===== src/rtl/multicycle_controller_if.sv =====
// Control bundle between the multicycle controller and its shared-memory datapath.
// Latency: pure wiring; instruction fields and ALU flags in, enables and selects out.
// Backpressure: none; the datapath acts on every control word it is given.
interface multicycle_controller_if #(
  parameter int ALUCTL_W = 2
);
  logic [19:0]         instr;       // instr[31:12]: cond, op, funct, Rn, Rd
  logic [3:0]          ALUFlags;    // NZCV from the ALU
  logic                pcWrite;
  logic                adrSrc;
  logic                memWrite;
  logic                IRWrite;
  logic [1:0]          resultSrc;
  logic                ALUSrcA;
  logic [1:0]          ALUSrcB;
  logic [ALUCTL_W-1:0] ALUControl;
  logic [1:0]          immSrc;
  logic [1:0]          regSrc;
  logic                regWrite;
  logic [3:0]          state_o;

  // Controller side: consumes instruction/flags, drives the datapath controls.
  modport master (
    input  instr, ALUFlags,
    output pcWrite, adrSrc, memWrite, IRWrite, resultSrc, ALUSrcA, ALUSrcB,
           ALUControl, immSrc, regSrc, regWrite, state_o
  );

  // Datapath side: the mirror image.
  modport slave (
    output instr, ALUFlags,
    input  pcWrite, adrSrc, memWrite, IRWrite, resultSrc, ALUSrcA, ALUSrcB,
           ALUControl, immSrc, regSrc, regWrite, state_o
  );
endinterface


===== src/rtl/multicycle_controller.sv =====
// Multicycle ARM control unit: Moore FSM sequencing, NZCV flag register, condition check.
// Latency: controls are valid in the cycle of their state; 2 to 5 cycles per instruction.
// Backpressure: none; the FSM advances every clock and the datapath must keep pace.
module multicycle_controller #(
  parameter int ALUCTL_W = 2,
  parameter bit EN_CMP   = 1'b1
) (
  input  logic                    clk,
  input  logic                    reset,
  multicycle_controller_if.master bus
);

  localparam logic [3:0] S_FETCH  = 4'd0;
  localparam logic [3:0] S_DECODE = 4'd1;
  localparam logic [3:0] S_MEMADR = 4'd2;
  localparam logic [3:0] S_MEMRD  = 4'd3;
  localparam logic [3:0] S_MEMWB  = 4'd4;
  localparam logic [3:0] S_MEMWR  = 4'd5;
  localparam logic [3:0] S_EXECR  = 4'd6;
  localparam logic [3:0] S_EXECI  = 4'd7;
  localparam logic [3:0] S_ALUWB  = 4'd8;
  localparam logic [3:0] S_BRANCH = 4'd9;

  localparam logic [ALUCTL_W-1:0] ALU_ADD = ALUCTL_W'(0);
  localparam logic [ALUCTL_W-1:0] ALU_SUB = ALUCTL_W'(1);
  localparam logic [ALUCTL_W-1:0] ALU_AND = ALUCTL_W'(2);
  localparam logic [ALUCTL_W-1:0] ALU_ORR = ALUCTL_W'(3);
  localparam logic [ALUCTL_W-1:0] ALU_EOR = ALUCTL_W'(4);

  logic [3:0] cond;
  logic [1:0] op;
  logic [5:0] funct;
  logic [3:0] rd;
  logic       unused_rn;

  assign cond      = bus.instr[19:16];
  assign op        = bus.instr[15:14];
  assign funct     = bus.instr[13:8];
  assign rd        = bus.instr[3:0];
  assign unused_rn = ^bus.instr[7:4];

  logic [3:0]          state;
  logic [3:0]          state_nxt;
  logic [3:0]          flags;      // {N, Z, C, V}
  logic                cond_ex;
  logic [ALUCTL_W-1:0] alu_code;
  logic [1:0]          flag_w_raw;
  logic [1:0]          flag_w;
  logic                no_write;
  logic                is_cmp;

  // State register; reset aborts any instruction in flight.
  always_ff @(posedge clk or posedge reset) begin
    if (reset) state <= S_FETCH;
    else       state <= state_nxt;
  end

  // Next-state sequencing; unused encodings fall back to FETCH.
  always_comb begin
    state_nxt = S_FETCH;
    case (state)
      S_FETCH:  state_nxt = S_DECODE;
      S_DECODE: begin
        case (op)
          2'b00:   state_nxt = funct[5] ? S_EXECI : S_EXECR;
          2'b01:   state_nxt = S_MEMADR;
          2'b10:   state_nxt = S_BRANCH;
          default: state_nxt = S_FETCH;
        endcase
      end
      S_MEMADR: state_nxt = funct[0] ? S_MEMRD : S_MEMWR;
      S_MEMRD:  state_nxt = S_MEMWB;
      S_EXECR:  state_nxt = S_ALUWB;
      S_EXECI:  state_nxt = S_ALUWB;
      default:  state_nxt = S_FETCH;
    endcase
  end

  // Data-processing decode: ALU op, which flag groups update, and write suppression.
  always_comb begin
    alu_code   = ALU_ADD;
    flag_w_raw = 2'b00;
    no_write   = 1'b1;
    is_cmp     = 1'b0;
    case (funct[4:1])
      4'b0100: begin alu_code = ALU_ADD; flag_w_raw = 2'b11; no_write = 1'b0; end
      4'b0010: begin alu_code = ALU_SUB; flag_w_raw = 2'b11; no_write = 1'b0; end
      4'b0000: begin alu_code = ALU_AND; flag_w_raw = 2'b10; no_write = 1'b0; end
      4'b1100: begin alu_code = ALU_ORR; flag_w_raw = 2'b10; no_write = 1'b0; end
      4'b0001: begin
        if (ALUCTL_W >= 3) begin
          alu_code = ALU_EOR; flag_w_raw = 2'b10; no_write = 1'b0;
        end
      end
      4'b1010: begin
        if (EN_CMP) begin
          alu_code = ALU_SUB; flag_w_raw = 2'b11; is_cmp = 1'b1;
        end
      end
      default: ;
    endcase
    // CMP exists only to set flags, so it ignores the S bit.
    flag_w = is_cmp ? flag_w_raw : (flag_w_raw & {2{funct[0]}});
  end

  // Flag register, loaded at the end of the execute cycle of a passing instruction.
  always_ff @(posedge clk or posedge reset) begin
    if (reset) begin
      flags <= 4'b0000;
    end else if ((state == S_EXECR || state == S_EXECI) && cond_ex) begin
      if (flag_w[1]) flags[3:2] <= bus.ALUFlags[3:2];
      if (flag_w[0]) flags[1:0] <= bus.ALUFlags[1:0];
    end
  end

  // Condition evaluation against the registered flags.
  always_comb begin
    cond_ex = 1'b0;
    case (cond)
      4'b0000: cond_ex = flags[2];
      4'b0001: cond_ex = ~flags[2];
      4'b0010: cond_ex = flags[1];
      4'b0011: cond_ex = ~flags[1];
      4'b0100: cond_ex = flags[3];
      4'b0101: cond_ex = ~flags[3];
      4'b0110: cond_ex = flags[0];
      4'b0111: cond_ex = ~flags[0];
      4'b1000: cond_ex = flags[1] & ~flags[2];
      4'b1001: cond_ex = ~flags[1] | flags[2];
      4'b1010: cond_ex = (flags[3] == flags[0]);
      4'b1011: cond_ex = (flags[3] != flags[0]);
      4'b1100: cond_ex = ~flags[2] & (flags[3] == flags[0]);
      4'b1101: cond_ex = flags[2] | (flags[3] != flags[0]);
      4'b1110: cond_ex = 1'b1;
      default: cond_ex = 1'b0;
    endcase
  end

  logic                pcw;
  logic                regw;
  logic                memw;
  logic                irw;
  logic                adr;
  logic [1:0]          res;
  logic                srca;
  logic [1:0]          srcb;
  logic [ALUCTL_W-1:0] aluc;

  // Moore output decode; writes are qualified by the condition where the ISA requires.
  always_comb begin
    pcw  = 1'b0;
    regw = 1'b0;
    memw = 1'b0;
    irw  = 1'b0;
    adr  = 1'b0;
    res  = 2'b00;
    srca = 1'b0;
    srcb = 2'b00;
    aluc = ALU_ADD;
    case (state)
      S_FETCH: begin
        irw = 1'b1; pcw = 1'b1; srca = 1'b1; srcb = 2'b10; res = 2'b10;
      end
      S_DECODE: begin
        srca = 1'b1; srcb = 2'b10; res = 2'b10;
      end
      S_MEMADR: begin
        srcb = 2'b01;
        aluc = funct[3] ? ALU_ADD : ALU_SUB;
      end
      S_MEMRD: adr = 1'b1;
      S_MEMWR: begin
        adr  = 1'b1;
        memw = cond_ex;
      end
      S_MEMWB: begin
        res  = 2'b01;
        regw = cond_ex;
        pcw  = cond_ex & (rd == 4'hF);
      end
      S_EXECR: aluc = alu_code;
      S_EXECI: begin
        srcb = 2'b01;
        aluc = alu_code;
      end
      S_ALUWB: begin
        regw = cond_ex & ~no_write;
        pcw  = cond_ex & ~no_write & (rd == 4'hF);
      end
      S_BRANCH: begin
        srcb = 2'b01; res = 2'b10;
        pcw  = cond_ex;
      end
      default: ;
    endcase
  end

  // Enables are killed combinationally so nothing is written while reset is high.
  assign bus.pcWrite    = pcw  & ~reset;
  assign bus.IRWrite    = irw  & ~reset;
  assign bus.memWrite   = memw & ~reset;
  assign bus.regWrite   = regw & ~reset;
  assign bus.adrSrc     = adr;
  assign bus.resultSrc  = res;
  assign bus.ALUSrcA    = srca;
  assign bus.ALUSrcB    = srcb;
  assign bus.ALUControl = aluc;
  assign bus.immSrc     = op;
  assign bus.regSrc     = {op == 2'b01, op == 2'b10};
  assign bus.state_o    = state;

endmodule

===== src/flat_wrapper.sv =====
// flat-port wrapper written by rule: the top's interface ports become plain ports
module multicycle_controller_flat 
#(
  parameter int ALUCTL_W = 2,
  parameter bit EN_CMP   = 1'b1
)
  (clk, reset, bus_instr, bus_ALUFlags, bus_pcWrite, bus_adrSrc, bus_memWrite, bus_IRWrite, bus_resultSrc, bus_ALUSrcA, bus_ALUSrcB, bus_ALUControl, bus_immSrc, bus_regSrc, bus_regWrite, bus_state_o);
  multicycle_controller_if #(.ALUCTL_W(ALUCTL_W)) bus_i ();
  input  logic clk;
  input  logic reset;
  input wire logic [$bits(bus_i.instr)-1:0] bus_instr;
  input wire logic [$bits(bus_i.ALUFlags)-1:0] bus_ALUFlags;
  output wire logic [$bits(bus_i.pcWrite)-1:0] bus_pcWrite;
  output wire logic [$bits(bus_i.adrSrc)-1:0] bus_adrSrc;
  output wire logic [$bits(bus_i.memWrite)-1:0] bus_memWrite;
  output wire logic [$bits(bus_i.IRWrite)-1:0] bus_IRWrite;
  output wire logic [$bits(bus_i.resultSrc)-1:0] bus_resultSrc;
  output wire logic [$bits(bus_i.ALUSrcA)-1:0] bus_ALUSrcA;
  output wire logic [$bits(bus_i.ALUSrcB)-1:0] bus_ALUSrcB;
  output wire logic [$bits(bus_i.ALUControl)-1:0] bus_ALUControl;
  output wire logic [$bits(bus_i.immSrc)-1:0] bus_immSrc;
  output wire logic [$bits(bus_i.regSrc)-1:0] bus_regSrc;
  output wire logic [$bits(bus_i.regWrite)-1:0] bus_regWrite;
  output wire logic [$bits(bus_i.state_o)-1:0] bus_state_o;
  assign bus_i.instr = bus_instr;
  assign bus_i.ALUFlags = bus_ALUFlags;
  assign bus_pcWrite = bus_i.pcWrite;
  assign bus_adrSrc = bus_i.adrSrc;
  assign bus_memWrite = bus_i.memWrite;
  assign bus_IRWrite = bus_i.IRWrite;
  assign bus_resultSrc = bus_i.resultSrc;
  assign bus_ALUSrcA = bus_i.ALUSrcA;
  assign bus_ALUSrcB = bus_i.ALUSrcB;
  assign bus_ALUControl = bus_i.ALUControl;
  assign bus_immSrc = bus_i.immSrc;
  assign bus_regSrc = bus_i.regSrc;
  assign bus_regWrite = bus_i.regWrite;
  assign bus_state_o = bus_i.state_o;
  multicycle_controller #(.ALUCTL_W(ALUCTL_W), .EN_CMP(EN_CMP)) u_core (.clk(clk), .reset(reset), .bus(bus_i));
endmodule

===== config.mk =====
export PLATFORM = sky130hd
export DESIGN_NAME = multicycle_controller_flat
export DESIGN_NICKNAME = d
export VERILOG_FILES = /design/src/rtl/multicycle_controller_if.sv /design/src/rtl/multicycle_controller.sv /design/src/flat_wrapper.sv
export SDC_FILE = /design/constraint.sdc
export NUM_CORES = 1
export LEC_CHECK = 0
export BUFFER_PORTS_ARGS = -buffer_cell sky130_fd_sc_hd__buf_2
export CAP_MARGIN = 10
export CORE_MARGIN = 1
export CORE_UTILIZATION = 39
export CTS_CLUSTER_SIZE = 10
export DETAILED_ROUTE_END_ITERATION = 12
export GPL_TIMING_DRIVEN = 0
export PLACE_DENSITY = 0.75
export SYNTH_ARGS = -nofsm -noshare
export SYNTH_HDL_FRONTEND = slang
export SYNTH_SLANG_ARGS = --single-unit

===== constraint.sdc =====
create_clock -name clk -period 2 [get_ports clk]
set_input_delay 0.4 -clock clk [delete_from_list [all_inputs] [get_ports clk]]
set_output_delay 0.4 -clock clk [all_outputs]
set_load 0.02 [all_outputs]

==> After elaboration in Yosys (flattened, before gate mapping) <==
Cells that the tools add are included.
Widths: inputs -> output; s select.
{ "totals": {"regBits": 8, "latch_bits": 0, "ram_bits": 0, "rom_bits": 0, "word_cells": 88, "memories": 0} }
{ "op_classes": {"add_sub_neg": 0, "n_mul": 0, "div_mod_pow": 0, "magnitude_cmp": 0, "eq_ne": 32, "shifts": 0, "mux": 19, "bitwise": 17, "n_reduce_logical": 17} }
{ "op_table": {"columns": ["cell", "n"], "rows": [
  ["$eq 4x4->1 const B", 12],
  ["$eq 4x3->1 const B", 9],
  ["$eq 4x2->1 const B", 5],
  ["$pmux 4 s5", 1],
  ["$pmux 2 s2", 4],
  ["$pmux 1 s15", 1],
  ["$logic_not 4->1", 3],
  ["$pmux 4 s3", 1],
  ["$reduce_or 2->1", 5],
  ["$and 1x1->1", 9],
  ["$reduce_or 3->1", 3],
  ["$eq 4x1->1 const B", 2],
  ["$mux 1", 7],
  ["$pmux 2 s3", 1],
  ["$not 1->1", 5],
  ["$pmux 1 s4", 1],
  ["$reduce_and 2->1", 2],
  ["$reduce_or 4->1", 1],
  ["$mux 3", 1],
  ["$and 2x2->2", 1],
  ["$eq 2x1->1 const B", 1],
  ["$eq 2x2->1 const B", 1],
  ["$logic_not 2->1", 1],
  ["$mux 2", 1],
  ["6 further kinds", 7]
]} }

==> Logic depth before layout (Yosys ltp) <==
{ "depth": {"depth_word": 7, "depth_mapped": 7, "ltp_nobuf": 6} }

==> Worst setup path before layout <==
No wires, ideal clock.
{ "synth_path": {"path_type": "register to output", "from": "reg u_core.state[2] (netlist: u_core.bus.state_o[2])", "to": "out bus_pcWrite", "arrival_time_ns": 2.030, "t_required_ns": 1.600, "setup_slack_ns": -0.430, "path_stages_with_launch": 6, "path_cell_list": "dfrtp_1 buf_2 or2_2 clkbuf_1 nor4_1 a31o_2"} }
{ "synth_between": {"elab_chain_cells": 3, "word_cells_on_any_way": 6} }
{ "synth_rtl": {"columns": ["element", "line_no", "text"], "rows": [
  ["start: declaration", "multicycle_controller.sv:42", "logic [3:0] state;"],
  ["start signal: assignment", "multicycle_controller.sv:55", "else state <= state_nxt;"],
  ["$eq 4x4->1 (tied with other cells)", "multicycle_controller.sv:160", "case (state)"],
  ["$pmux 1 s4 (*)", "multicycle_controller.sv:160", null],
  ["$and 1x1->1 (*)", "multicycle_controller.sv:199", "assign bus.pcWrite = pcw & ~reset;"],
  ["end: declaration", "flat_wrapper.sv:13", "output wire logic [$bits(bus_i.pcWrite)-1:0] bus_pcWrite;"]
]} }
Mark *: on every way between the ends. The rest lies on a longest branch, timed or not.

==> Final worst setup path <==
{ "layout_path": {"from": "reg u_core.flags[3]", "to": "out bus_pcWrite"} }
{ "layout_between": {"elab_chain_cells": 7, "word_cells_on_any_way": 11} }
{ "layout_rtl": {"columns": ["element", "line_no", "text"], "rows": [
  ["start: declaration", "multicycle_controller.sv:44", "logic [3:0] flags;"],
  ["start signal: assignment", "multicycle_controller.sv:111", "if (flag_w[1]) flags[3:2] <= bus.ALUFlags[3:2];"],
  ["$ne 1x1->1 or $eq 1x1->1 (tied branches)", null, null],
  ["$or 1x1->1 or $and 1x1->1 (tied branches)", "multicycle_controller.sv:133, multicycle_controller.sv:132", null],
  ["$pmux 1 s15 (*)", "multicycle_controller.sv:119", "case (cond)"],
  ["$and 1x1->1 (2 in series)", "multicycle_controller.sv:188", "pcw = cond_ex & ~no_write & (rd == 4'hF);"],
  ["$pmux 1 s4 (*)", "multicycle_controller.sv:160", null],
  ["$and 1x1->1 (*)", "multicycle_controller.sv:199", null]
]} }
Marked as above.

==> qor.txt <==
CP Launch Type: flip-flop
WS Path Type: flip-flop to output port
Slew HR: 72.4%
Routed via count: 1029
Ys async rst share: 100%
Pwr Total: 1.55 mW
Ys Warns: 0
Yosys reg bits: 8
Fill cell count: 169
Outcome: complete, but fails checks
# IOs: 46
Final setup vio count: 7
Worst setup EP type: output port
Dominant cells by area after synthesis: dfrtp_1, nand2b_1, mux2_1
All-Layer GR Usage: 22.0%
Port bufs: 41
Largest net degree at the start of global routing: 11
P_sw: 0.777 mW
Fin area: 0.00137 mm^2
Routability Congestion: 0.767
Synthesized instance count: 105
DRC Markers: 0
Flop2flop setup slack: -0.26 ns
Via-to-Cell Ratio: 5.56
RR Endpoint: u_core.flags[3]
Placed cell area: 0.00107 mm^2
RSZ-0062 raised after global routing: true
Post-route setup slack: -0.366 ns
Initial DRC Count: 13
Sequential fraction of the synthesis area: 24.7%
Area Growth Syn to Fin: 69.2%
WP data required: 1.60 ns
Fmax: 423 MHz
Vias in the first global route: 864
CTS buffer count: 3
Failing checks: negative setup slack
Clock root buffer: clkbuf_4
First-pass GRT wire length: 3510 um
Clock tree buffer depth: 2
Core Area: 0.00196 mm^2
Hold_ws: 0.176 ns
Worst R2R Path Depth: 9
Drt first pass iters: 4
Setup Skew: 0.000601 ns
Critical path depth: 6
Comb power frac: 69.6%
Post-synth net total: 131
Total grt overflow: 0
Hold-fix buffers, CTS: 0
Worst-skew pair later-pin latency: 0.25 ns
Mapped Area: 810 um^2
Avg Synthesized Cell Area: 7.71 um^2
Placed wire-length estimate: 1620 um
Hold/Removal Path Class: primary input to asynchronous set/reset pin
Peak supply drop: 0.994 mV
Sink Count: 8
DIE AREA: 0.00226 mm^2
Antenna Nets Post-Route: 0
Reg-to-Reg Start: u_core.flags[3]
Switching Share: 50.1%
Part of the power in registers: 22.7%
Maximum Capacitance Violations: 0
Final Hold Viols: 0
Final nets: 186
Slowest cell on crit path: dfrtp_2
Top-area cell type share of the netlist area: 24.7%
Worst endpoint data arrival time: 1.97 ns
Final period utilization: 118%
Die Height: 47.6 um
Top delay family on crit path: compound AO/OA/AOI/OAI gates
Avg WL per Cell: 14.8 um
CTS clk-pin slew, worst paths: 0.05 ns
Ys flop type: dfrtp_1
Worst Tran Pin Value: 0.413 ns
Cell Chain, Critical Path: xnor2_4, o32ai_4, o311ai_4, nand4_4, a31o_4, buf_6
Starting Density: 41.3%
Initial antenna violation count: 0
CTS tree: done
Distinct cells, synth: 39
Leak Pwr: 0.640 nW
Cells after DPL: 173
Internal power: 0.774 mW
Post-synth EDFFs: 0
Routed wire length: 2750 um
Finished Layout Cells: 185
Share of layout cells above drive strength 1: 57.6%
Clock power frac: 7.7%
Buffers plus inverters on the worst setup path: 1
Critical Path Fanout Max: 4
Power Density: 1130 mW/mm^2
Final Max Tran Viols: 0
Tmin final: 2.37 ns
Die W: 47.6 um
Site Rows: 16
Area leader, netlist: dfrtp_1
# diodes: 0
Max incr delay on CP: 0.45 ns
H-tree depth: 1
## cell type report
class                           count  area [um^2]  area share (%)
Tap cell                           27         33.8            2.47
Inverter                            3         11.3           0.822
Timing Repair Buffer               52          315            23.0
Sequential cell                     8          206            15.1
Buffer                              5         36.3            2.65
Clock buffer                        3         22.5            1.64
Multi-Input combinational cell     87          744            54.3
## cell families (layout without fill, tap and decap cells)
group / after synthesis / after routing / synth area share, %
xor+xnor: 5 / 5 / 5.41
mux: 5 / 5 / 6.80
simple gates: 53 / 53 / 36.3
flops: 8 / 8 / 24.7
buf+inv: 10 / 63 / 5.87
compound gates: 24 / 24 / 20.9
## sequential cells by signal (all words and copies together) (netlist names)
name	flops
u_core.bus.state_o	4
u_core.flags	4
## power by group through the flow
stage	Sequential, mW	Combinational (mW)	Clock [mW]
after floorplan	0.313	0.562	0
after global placement	0.281	0.822	0
after detailed placement	0.286	0.839	0
after CTS	0.329	0.961	0.120
after global routing	0.359	1.15	0.129
final	0.352	1.08	0.120
## routing by layer
layer | vias up | wire length, um | GRT usage (%)
met5 | - | 0 | 0
met4 | 0 | 56 | 10.0
met3 | 8 | 109 | 3.40
met2 | 38 | 1510 | 40.3
met1 | 493 | 1070 | 25.2
li1 | 490 | - | -
## worst max-delay path by stage
stage | from | to | slack, ns
2_1_floorplan | bus_instr[16] | bus_memWrite | -0.12
3_5_place_dp | bus_instr[16] | bus_regWrite | -0.32
4_1_cts | u_core.flags[3] | bus_pcWrite | -0.33
3_3_place_gp | bus_instr[16] | bus_pcWrite | -0.26
6_report | u_core.flags[3] | bus_pcWrite | -0.37
5_1_grt | u_core.flags[3] | bus_pcWrite | -0.44
## synth_stat cells (2+ instances only)
cell      instances
inv_1             3
nand2b_1          8
nand4_1           2
nor4_1            3
o31a_1            2
a21oi_1           6
buf_2             2
dfrtp_1           8
xor2_1            3
or2_2             3
buf_4             2
clkbuf_1          3
nor3_1            4
mux2_1            4
nor2_1           12
nand2_1           8
o32ai_1           3
nor2b_1           3
o21ai_0           5
xnor2_1           2
## cells in the final DEF, fill, tap and decap left out, types with 2 or more instances in the layout
| cell type | n |
|---|---|
| o21ai_0 | 4 |
| clkbuf_4 | 3 |
| o31a_1 | 2 |
| nor2_1 | 12 |
| nand2_1 | 6 |
| buf_2 | 37 |
| xor2_1 | 3 |
| dfrtp_1 | 3 |
| inv_1 | 3 |
| nor3_1 | 4 |
| nand4_1 | 2 |
| mux2_1 | 3 |
| buf_4 | 14 |
| nor2b_1 | 2 |
| a21oi_1 | 5 |
| buf_6 | 5 |
| nor4_4 | 2 |
| or2_4 | 2 |
| nand2b_1 | 5 |
| nand2b_4 | 3 |
| dfrtp_2 | 5 |
## metrics by stage
stage,util (%),worst slack [ns],TNS (ns)
after global routing,69.8,-0.441,-2.71
after floorplan,-,-0.115,-0.343
final,69.8,-0.366,-1.98
after global placement,54.7,-0.258,-1.04
after detailed placement,54.7,-0.321,-1.38
after CTS,63.5,-0.330,-1.35
## timing repair
item                       CTS  global route
resized for setup           23            21
setup buffers                7             5
pin swaps                    7             6
hold endpoints to repair     0             0
setup endpoints to repair   12            10
No activity file was read; power rests on OpenSTA's default activity.
